`config.mk`:
```
export PLATFORM = sky130hd
export DESIGN_NAME = if_fetch_ctrl_flat
export DESIGN_NICKNAME = d
export VERILOG_FILES = /design/src/rtl/if_fetch_ctrl_pkg.sv /design/src/rtl/if_fetch_ctrl_if.sv /design/src/rtl/if_fetch_ctrl_queue.sv /design/src/rtl/if_fetch_ctrl.sv /design/src/flat_wrapper.sv
export SDC_FILE = /design/constraint.sdc
export NUM_CORES = 1
export LEC_CHECK = 0
export CAP_MARGIN = 20
export CORE_ASPECT_RATIO = 0.7
export CORE_MARGIN = 1
export CORE_UTILIZATION = 48
export DETAILED_ROUTE_END_ITERATION = 7
export HOLD_SLACK_MARGIN = 0.15
export PLACE_DENSITY = 0.84
export SLEW_MARGIN = 30
export SYNTH_ARGS = -nofsm -noshare
export SYNTH_HDL_FRONTEND = slang
export SYNTH_HIERARCHICAL = 1
export SYNTH_SLANG_ARGS = --single-unit
```
`constraint.sdc`:
```
create_clock -name clk -period 6.5 [get_ports clk]
set_clock_uncertainty 0.05 [all_clocks]
set_input_delay 1.3 -clock clk [delete_from_list [all_inputs] [get_ports clk]]
set_output_delay 1.3 -clock clk [all_outputs]
set_load 0.1 [all_outputs]
```
`src/rtl/if_fetch_ctrl_pkg.sv`:
```
// Shared types and constants for the IF-stage fetch controller and its fetch queue.
package if_pkg;

  localparam int          INSTR_W = 32;
  localparam logic [31:0] PC_INC  = 32'd4;

  typedef enum logic [1:0] {
    IDLE  = 2'd0,
    REQ   = 2'd1,
    DRAIN = 2'd2
  } fetch_state_e;

  typedef struct packed {
    logic [31:0]        pc;
    logic [INSTR_W-1:0] instr;
  } fetch_entry_t;

endpackage

```
`src/rtl/if_fetch_ctrl_if.sv`:
```
// Bundles the instruction-memory, redirect and ID-stage signals of the fetch controller.
interface if_fetch_ctrl_if;
  import if_pkg::*;

  logic               imem_req;
  logic [31:0]        imem_addr;
  logic               imem_ack;
  logic [INSTR_W-1:0] imem_rdata;
  logic               redirect_valid;
  logic [31:0]        redirect_pc;
  logic               id_valid;
  logic [INSTR_W-1:0] id_instr;
  logic [31:0]        id_pc;
  logic               id_ready;

  modport master (
    output imem_req, imem_addr, id_valid, id_instr, id_pc,
    input  imem_ack, imem_rdata, redirect_valid, redirect_pc, id_ready
  );

  modport slave (
    input  imem_req, imem_addr, id_valid, id_instr, id_pc,
    output imem_ack, imem_rdata, redirect_valid, redirect_pc, id_ready
  );

endinterface

```
`src/rtl/if_fetch_ctrl_queue.sv`:
```
// Circular fetch queue of {pc, instr} entries; flush wins over push and pop.
module if_fetch_queue
  import if_pkg::*;
#(
  parameter int DEPTH = 2
) (
  input  logic                     clk,
  input  logic                     rst_n,
  input  logic                     push,
  input  fetch_entry_t             push_data,
  input  logic                     pop,
  input  logic                     flush,
  output fetch_entry_t             head,
  output logic                     full,
  output logic                     empty,
  output logic [$clog2(DEPTH):0]   count
);

  localparam int PTR_W = $clog2(DEPTH);
  localparam int CNT_W = PTR_W + 1;

  fetch_entry_t     mem [DEPTH];
  logic [PTR_W-1:0] head_ptr;
  logic [PTR_W-1:0] tail_ptr;
  logic [CNT_W-1:0] count_q;
  logic             push_ok;
  logic             pop_ok;

  assign empty   = (count_q == '0);
  assign full    = (count_q == CNT_W'(DEPTH));
  assign push_ok = push & ~full;
  assign pop_ok  = pop & ~empty;
  assign count   = count_q;
  assign head    = empty ? '0 : mem[head_ptr];

  always_ff @(posedge clk or negedge rst_n) begin
    if (!rst_n) begin
      head_ptr <= '0;
      tail_ptr <= '0;
      count_q  <= '0;
    end else if (flush) begin
      head_ptr <= '0;
      tail_ptr <= '0;
      count_q  <= '0;
    end else begin
      if (push_ok) tail_ptr <= tail_ptr + PTR_W'(1);
      if (pop_ok)  head_ptr <= head_ptr + PTR_W'(1);
      count_q <= count_q + CNT_W'(push_ok) - CNT_W'(pop_ok);
    end
  end

  // Storage needs no reset: entries are only observed while count says they are live.
  always_ff @(posedge clk) begin
    if (push_ok && !flush) mem[tail_ptr] <= push_data;
  end

endmodule

```
`src/rtl/if_fetch_ctrl.sv`:
```
// IF-stage fetch controller: issues sequential fetches, buffers responses, handles redirects.
// Optional misaligned-redirect fault checking is enabled by defining IF_FETCH_ALIGN_CHK_EN.
module if_fetch_ctrl
  import if_pkg::*;
#(
  parameter logic [31:0] RESET_PC = 32'h0000_0000,
  parameter int          DEPTH    = 2
) (
  input  logic               clk,
  input  logic               rst_n,
  if_fetch_ctrl_if.master    bus
`ifdef IF_FETCH_ALIGN_CHK_EN
  ,
  output logic               fetch_fault
`endif
);

  localparam int               CNT_W    = $clog2(DEPTH) + 1;
  localparam logic [CNT_W-1:0] DEPTH_C  = CNT_W'(DEPTH);
  localparam logic [1:0]       ST_IDLE  = 2'(IDLE);
  localparam logic [1:0]       ST_REQ   = 2'(REQ);
  localparam logic [1:0]       ST_DRAIN = 2'(DRAIN);

  logic [1:0]       state, state_next;
  logic             req_q, req_next;
  logic [31:0]      addr_q, addr_next;
  logic [31:0]      fetch_pc, pc_next;
  logic [31:0]      redirect_tgt;
  logic [31:0]      pc_src;
  logic             ack_fire;
  logic             push, pop, flush;
  logic [CNT_W-1:0] q_count, count_next;
  logic             q_full, q_empty;
  logic             fault_next;
  logic             issue_ok;
  fetch_entry_t     push_entry;
  fetch_entry_t     head;

  assign redirect_tgt = bus.redirect_pc & ~32'h3;
  assign pc_src       = bus.redirect_valid ? redirect_tgt : fetch_pc;
  assign ack_fire     = req_q & bus.imem_ack;
  assign flush        = bus.redirect_valid;
  assign push         = (state == ST_REQ) & ack_fire & ~bus.redirect_valid & ~q_full;
  assign pop          = ~q_empty & bus.id_ready;
  assign push_entry   = {addr_q, bus.imem_rdata};
  assign count_next   = flush ? '0 : (q_count + CNT_W'(push) - CNT_W'(pop));
  assign issue_ok     = (count_next < DEPTH_C) & ~fault_next;

  if_fetch_queue #(.DEPTH(DEPTH)) u_queue (
    .clk       (clk),
    .rst_n     (rst_n),
    .push      (push),
    .push_data (push_entry),
    .pop       (pop),
    .flush     (flush),
    .head      (head),
    .full      (q_full),
    .empty     (q_empty),
    .count     (q_count)
  );

  assign bus.imem_req  = req_q;
  assign bus.imem_addr = addr_q;
  assign bus.id_valid  = ~q_empty;
  assign bus.id_instr  = head.instr;
  assign bus.id_pc     = head.pc;

`ifdef IF_FETCH_ALIGN_CHK_EN
  logic fault_q;

  // The fault tracks the alignment of the most recent redirect target.
  always_comb begin
    fault_next = fault_q;
    if (bus.redirect_valid) fault_next = (bus.redirect_pc[1:0] != 2'b00);
  end

  always_ff @(posedge clk or negedge rst_n) begin
    if (!rst_n) fault_q <= 1'b0;
    else        fault_q <= fault_next;
  end

  assign fetch_fault = fault_q;
`else
  assign fault_next = 1'b0;
`endif

  // An issued request keeps req/addr stable until acked; redirects never withdraw it.
  always_comb begin
    state_next = state;
    req_next   = req_q;
    addr_next  = addr_q;
    pc_next    = fetch_pc;
    case (state)
      ST_IDLE: begin
        if (bus.redirect_valid) pc_next = redirect_tgt;
        if (issue_ok) begin
          state_next = ST_REQ;
          req_next   = 1'b1;
          addr_next  = pc_src;
        end
      end
      ST_REQ: begin
        if (bus.redirect_valid) begin
          pc_next = redirect_tgt;
          if (ack_fire) begin
            state_next = ST_IDLE;
            req_next   = 1'b0;
          end else begin
            state_next = ST_DRAIN;
          end
        end else if (ack_fire) begin
          pc_next = addr_q + PC_INC;
          if (issue_ok) begin
            addr_next = addr_q + PC_INC;
          end else begin
            state_next = ST_IDLE;
            req_next   = 1'b0;
          end
        end
      end
      ST_DRAIN: begin
        if (bus.redirect_valid) pc_next = redirect_tgt;
        if (ack_fire) begin
          state_next = ST_IDLE;
          req_next   = 1'b0;
        end
      end
      default: begin
        state_next = ST_IDLE;
        req_next   = 1'b0;
      end
    endcase
  end

  always_ff @(posedge clk or negedge rst_n) begin
    if (!rst_n) begin
      state    <= ST_IDLE;
      req_q    <= 1'b0;
      addr_q   <= RESET_PC;
      fetch_pc <= RESET_PC;
    end else begin
      state    <= state_next;
      req_q    <= req_next;
      addr_q   <= addr_next;
      fetch_pc <= pc_next;
    end
  end

endmodule

```
`src/flat_wrapper.sv`:
```
// flat-port wrapper written by rule: the top's interface ports become plain ports
module if_fetch_ctrl_flat import if_pkg::*;
#(
  parameter logic [31:0] RESET_PC = 32'h0000_0000,
  parameter int          DEPTH    = 2
)
  (clk, rst_n, bus_imem_req, bus_imem_addr, bus_id_valid, bus_id_instr, bus_id_pc, bus_imem_ack, bus_imem_rdata, bus_redirect_valid, bus_redirect_pc, bus_id_ready);
  if_fetch_ctrl_if bus_i ();
  input  logic clk;
  input  logic rst_n;
  output wire logic [$bits(bus_i.imem_req)-1:0] bus_imem_req;
  output wire logic [$bits(bus_i.imem_addr)-1:0] bus_imem_addr;
  output wire logic [$bits(bus_i.id_valid)-1:0] bus_id_valid;
  output wire logic [$bits(bus_i.id_instr)-1:0] bus_id_instr;
  output wire logic [$bits(bus_i.id_pc)-1:0] bus_id_pc;
  input wire logic [$bits(bus_i.imem_ack)-1:0] bus_imem_ack;
  input wire logic [$bits(bus_i.imem_rdata)-1:0] bus_imem_rdata;
  input wire logic [$bits(bus_i.redirect_valid)-1:0] bus_redirect_valid;
  input wire logic [$bits(bus_i.redirect_pc)-1:0] bus_redirect_pc;
  input wire logic [$bits(bus_i.id_ready)-1:0] bus_id_ready;
  assign bus_imem_req = bus_i.imem_req;
  assign bus_imem_addr = bus_i.imem_addr;
  assign bus_id_valid = bus_i.id_valid;
  assign bus_id_instr = bus_i.id_instr;
  assign bus_id_pc = bus_i.id_pc;
  assign bus_i.imem_ack = bus_imem_ack;
  assign bus_i.imem_rdata = bus_imem_rdata;
  assign bus_i.redirect_valid = bus_redirect_valid;
  assign bus_i.redirect_pc = bus_redirect_pc;
  assign bus_i.id_ready = bus_id_ready;
  if_fetch_ctrl #(.RESET_PC(RESET_PC), .DEPTH(DEPTH)) u_core (.clk(clk), .rst_n(rst_n), .bus(bus_i));
endmodule
```
==> impl_metrics.ini <==
[run_status]
status = finished clean

[final_layout]
fill_cells = 1427
fin_nets = 1009
layout_commonest_cell = clkdlybuf4s50_1
fin_area_sq_um = 11920
stdcell_count = 1214
drive_above_1_share_pct = 8.641
layout_common_cells = clkdlybuf4s50_1, edfxtp_1, nor2_1
syn_to_final_growth_pct = 26.06

[pwr]
cellLeakagePower_nw = 4.153
switching_power_w = 0.002781
finalPower_w = 0.005733
p_int_w = 0.002952
powerDensity_nw_per_um2 = 480.8
switching_share_pct = 48.50
combPwrFrac_pct = 46.6
sequentialPowerShare_pct = 34.9
irDropWorstVdd_v = 0.0003640
clock_power_share_pct = 18.5

[clocking]
clockRootBuffer = clkbuf_16
clk_pin_slew_ps = 80
post-cts-setup-buffers = 0
clk_path_buf_depth = 2
cts_num_sinks = 199
cts-resized-gates = 0
cts_buffers = 17
h-tree-depth = 4
cts_tree = done
clock_latency_ps = 430
postCtsHoldBufs = 0

[synth]
synth_nets = 863
synth_top_area_share_pct = 40.64
synth_top_family_by_area = compound AO/OA/AOI/OAI gates
yosys.area_share.simple_pct = 11.71
synthArstFlopShare_pct = 35.68
netlist_area_sq_um = 9458
avgSynthCellArea_sq_um = 11.97
netlist_instances = 790
synth_fa_ha_area_share_pct = 0.5292
yosysTopAreaCell = edfxtp_1
synth_area_leaders = edfxtp_1, dfrtp_1, mux2i_1, nor2_1, o21ai_0
synth_xor_area_share_pct = 2.871
yosysUniqueCellTypes = 59
yosys_warnings = 6
synth_compound_area_share_pct = 12.38
synth_seq_area_share_pct = 59.43
synth.ff_latch_count = 199
synth_edf_count = 128
dominantRegCellSynth = edfxtp_1
synthMuxAreaShare_pct = 9.472

[sta]
relSlewSlack_pct = 30.24
slew_viol_final = 0
whs_ps = 463.6
fin_crit_sh_pct = 71.67
max_freq_ghz = 0.2147
setup_viol = 0
finalHoldViolCount = 0
fin_tns_setup_ps = 0
tightest_slew_ps = 1043
period_needed_ps = 4658
rsz0062_at_grt = no

[worst_hold_path]
holdCritStartpoint = u_core/fetch_pc[27]
worstHoldPathType = reg2reg

[drt]
wl_microns = 23870
first_pass_iters = 5
ant_nets = 0
via_per_inst = 5.836
drt_iter0_markers = 774
wl_per_cell_microns = 19.66
vias = 7085
drc_errors = 0

[grt]
antenna_found_initial = 1
grt_usage_pct = 23.78
grt_pass1_wl_microns = 36640
grt_max_degree = 65
grt_pass1_vias = 6800
gr-total-overflow = 0

[critical_path]
critical_path_buf_inv_count = 2
cp-startpoint = u_core/u_queue/head_ptr
path_max_fanout = 47
cp_top_family = buffers and inverters
path_class = reg2out
critPathCaptureType = primary output
slowest_delay_ps = 1150
crit_required_ps = 5150
arrival_ps = 3310
crit_chain = buf_4, mux2i_1, nor2_1, clkdlybuf4s50_1
slowest_stage = clkdlybuf4s50_1
start_kind = register
timing.rr.start = u_core/state[0]

[placed_design]
port-buffer-count = 164
placed_cell_area_sq_um = 11300
finalWeightedCongestion = 0.8251
dp_hpwl_microns = 15730
dpl.cell_count = 1181

[die]
die_area_sq_um = 20280
start_util_pct = 49.58
design.portCount = 167
die-width_microns = 169.8
rows = 42
die_h_microns = 119.4
core_area_sq_um = 19080

[flow_run]
cap_violations = 0
## registers in the layout, summed over array words and instances, names as in the netlist
register                 cells
u_core/u_queue/mem         128
u_core/u_queue/count         2
u_core/fetch_pc             32
u_core/bus.imem_addr        32
u_core/bus.imem_req          1
u_core/state                 2
u_core/u_queue/tail_ptr      1
u_core/u_queue/head_ptr      1
## worst reg2reg max path, stage by stage, from the launching register on
cell      delay (ps)
dfrtp_1          890
nand2b_2         550
nor3_1           570
nand2b_4         160
nor3b_4          790
buf_4            690
## final cells by class
type | count | area (sq um) | area share (%)
Inverter | 10 | 37.54 | 0.3148
Antenna cell | 1 | 2.502 | 0.02099
Clock inverter | 15 | 178.9 | 1.501
Multi-Input combinational cell | 530 | 3563 | 29.89
Clock buffer | 17 | 425.4 | 3.568
Sequential cell | 199 | 5624 | 47.17
Tap cell | 264 | 330.3 | 2.770
Timing Repair Buffer | 178 | 1760 | 14.77
## synthesized netlist by cell type, drive strengths merged (12+ instances only)
cell type    n
o21ai       42
nand3       19
dfrtp       71
a211oi      14
nand2       47
a2bb2oi     12
and2        13
mux2i       79
a21oi       39
buf         25
clkbuf      26
edfxtp     128
o22ai       22
nor2        98
xnor2       17
xor2        14
## logic make-up (layout without fill, tap and decap cells)
| group | Yosys count | after routing |
|---|---|---|
| XOR/XNOR | 31 | 31 |
| flip-flops | 199 | 199 |
| other | 0 | 1 |
| buffers and inverters | 61 | 220 |
| AND/OR/NAND/NOR | 229 | 229 |
| multiplexers | 88 | 88 |
| adder cells (fa/ha/maj) | 4 | 4 |
| AO/OA/AOI/OAI | 178 | 178 |
## metrics by stage
step	worst slack, ps	util, %
after floorplan	1301	-
after global placement	2002	59.04
after detailed placement	1801	59.25
after CTS	1781	62.42
after global routing	1709	62.50
final	1842	62.50
## final timing paths
kind	end	slack (ps)	cells past startpoint
setup / recovery	bus_id_pc[4]	1840	4
setup reg to reg	u_core/u_queue/mem[1][12]	2400	5
min in group asynchronous	u_core/fetch_pc[28]	710	1
hold / removal	u_core/fetch_pc[27]	460	2
max in group asynchronous	u_core/u_queue/head_ptr	4510	2
hold reg to reg	u_core/fetch_pc[27]	460	2
## routing by layer
metal,global-route usage [%],vias to the layer above,wire length (microns)
met4,6.700,0,423
met2,35.22,415,10650
met3,7.012,48,2613
met5,0,-,0
met1,33.87,3393,10180
li1,-,3229,-
## power groups by stage
stage	Combinational, W	Clock [W]	Sequential, W
after global placement	0.00256	0	0.00199
final	0.00267	0.00106	0.00200
after global routing	0.00279	0.00114	0.00204
after CTS	0.00264	0.00108	0.00199
after floorplan	0.00142	0	0.00251
after detailed placement	0.00262	0	0.00201
(Power assumes the default switching activity.)
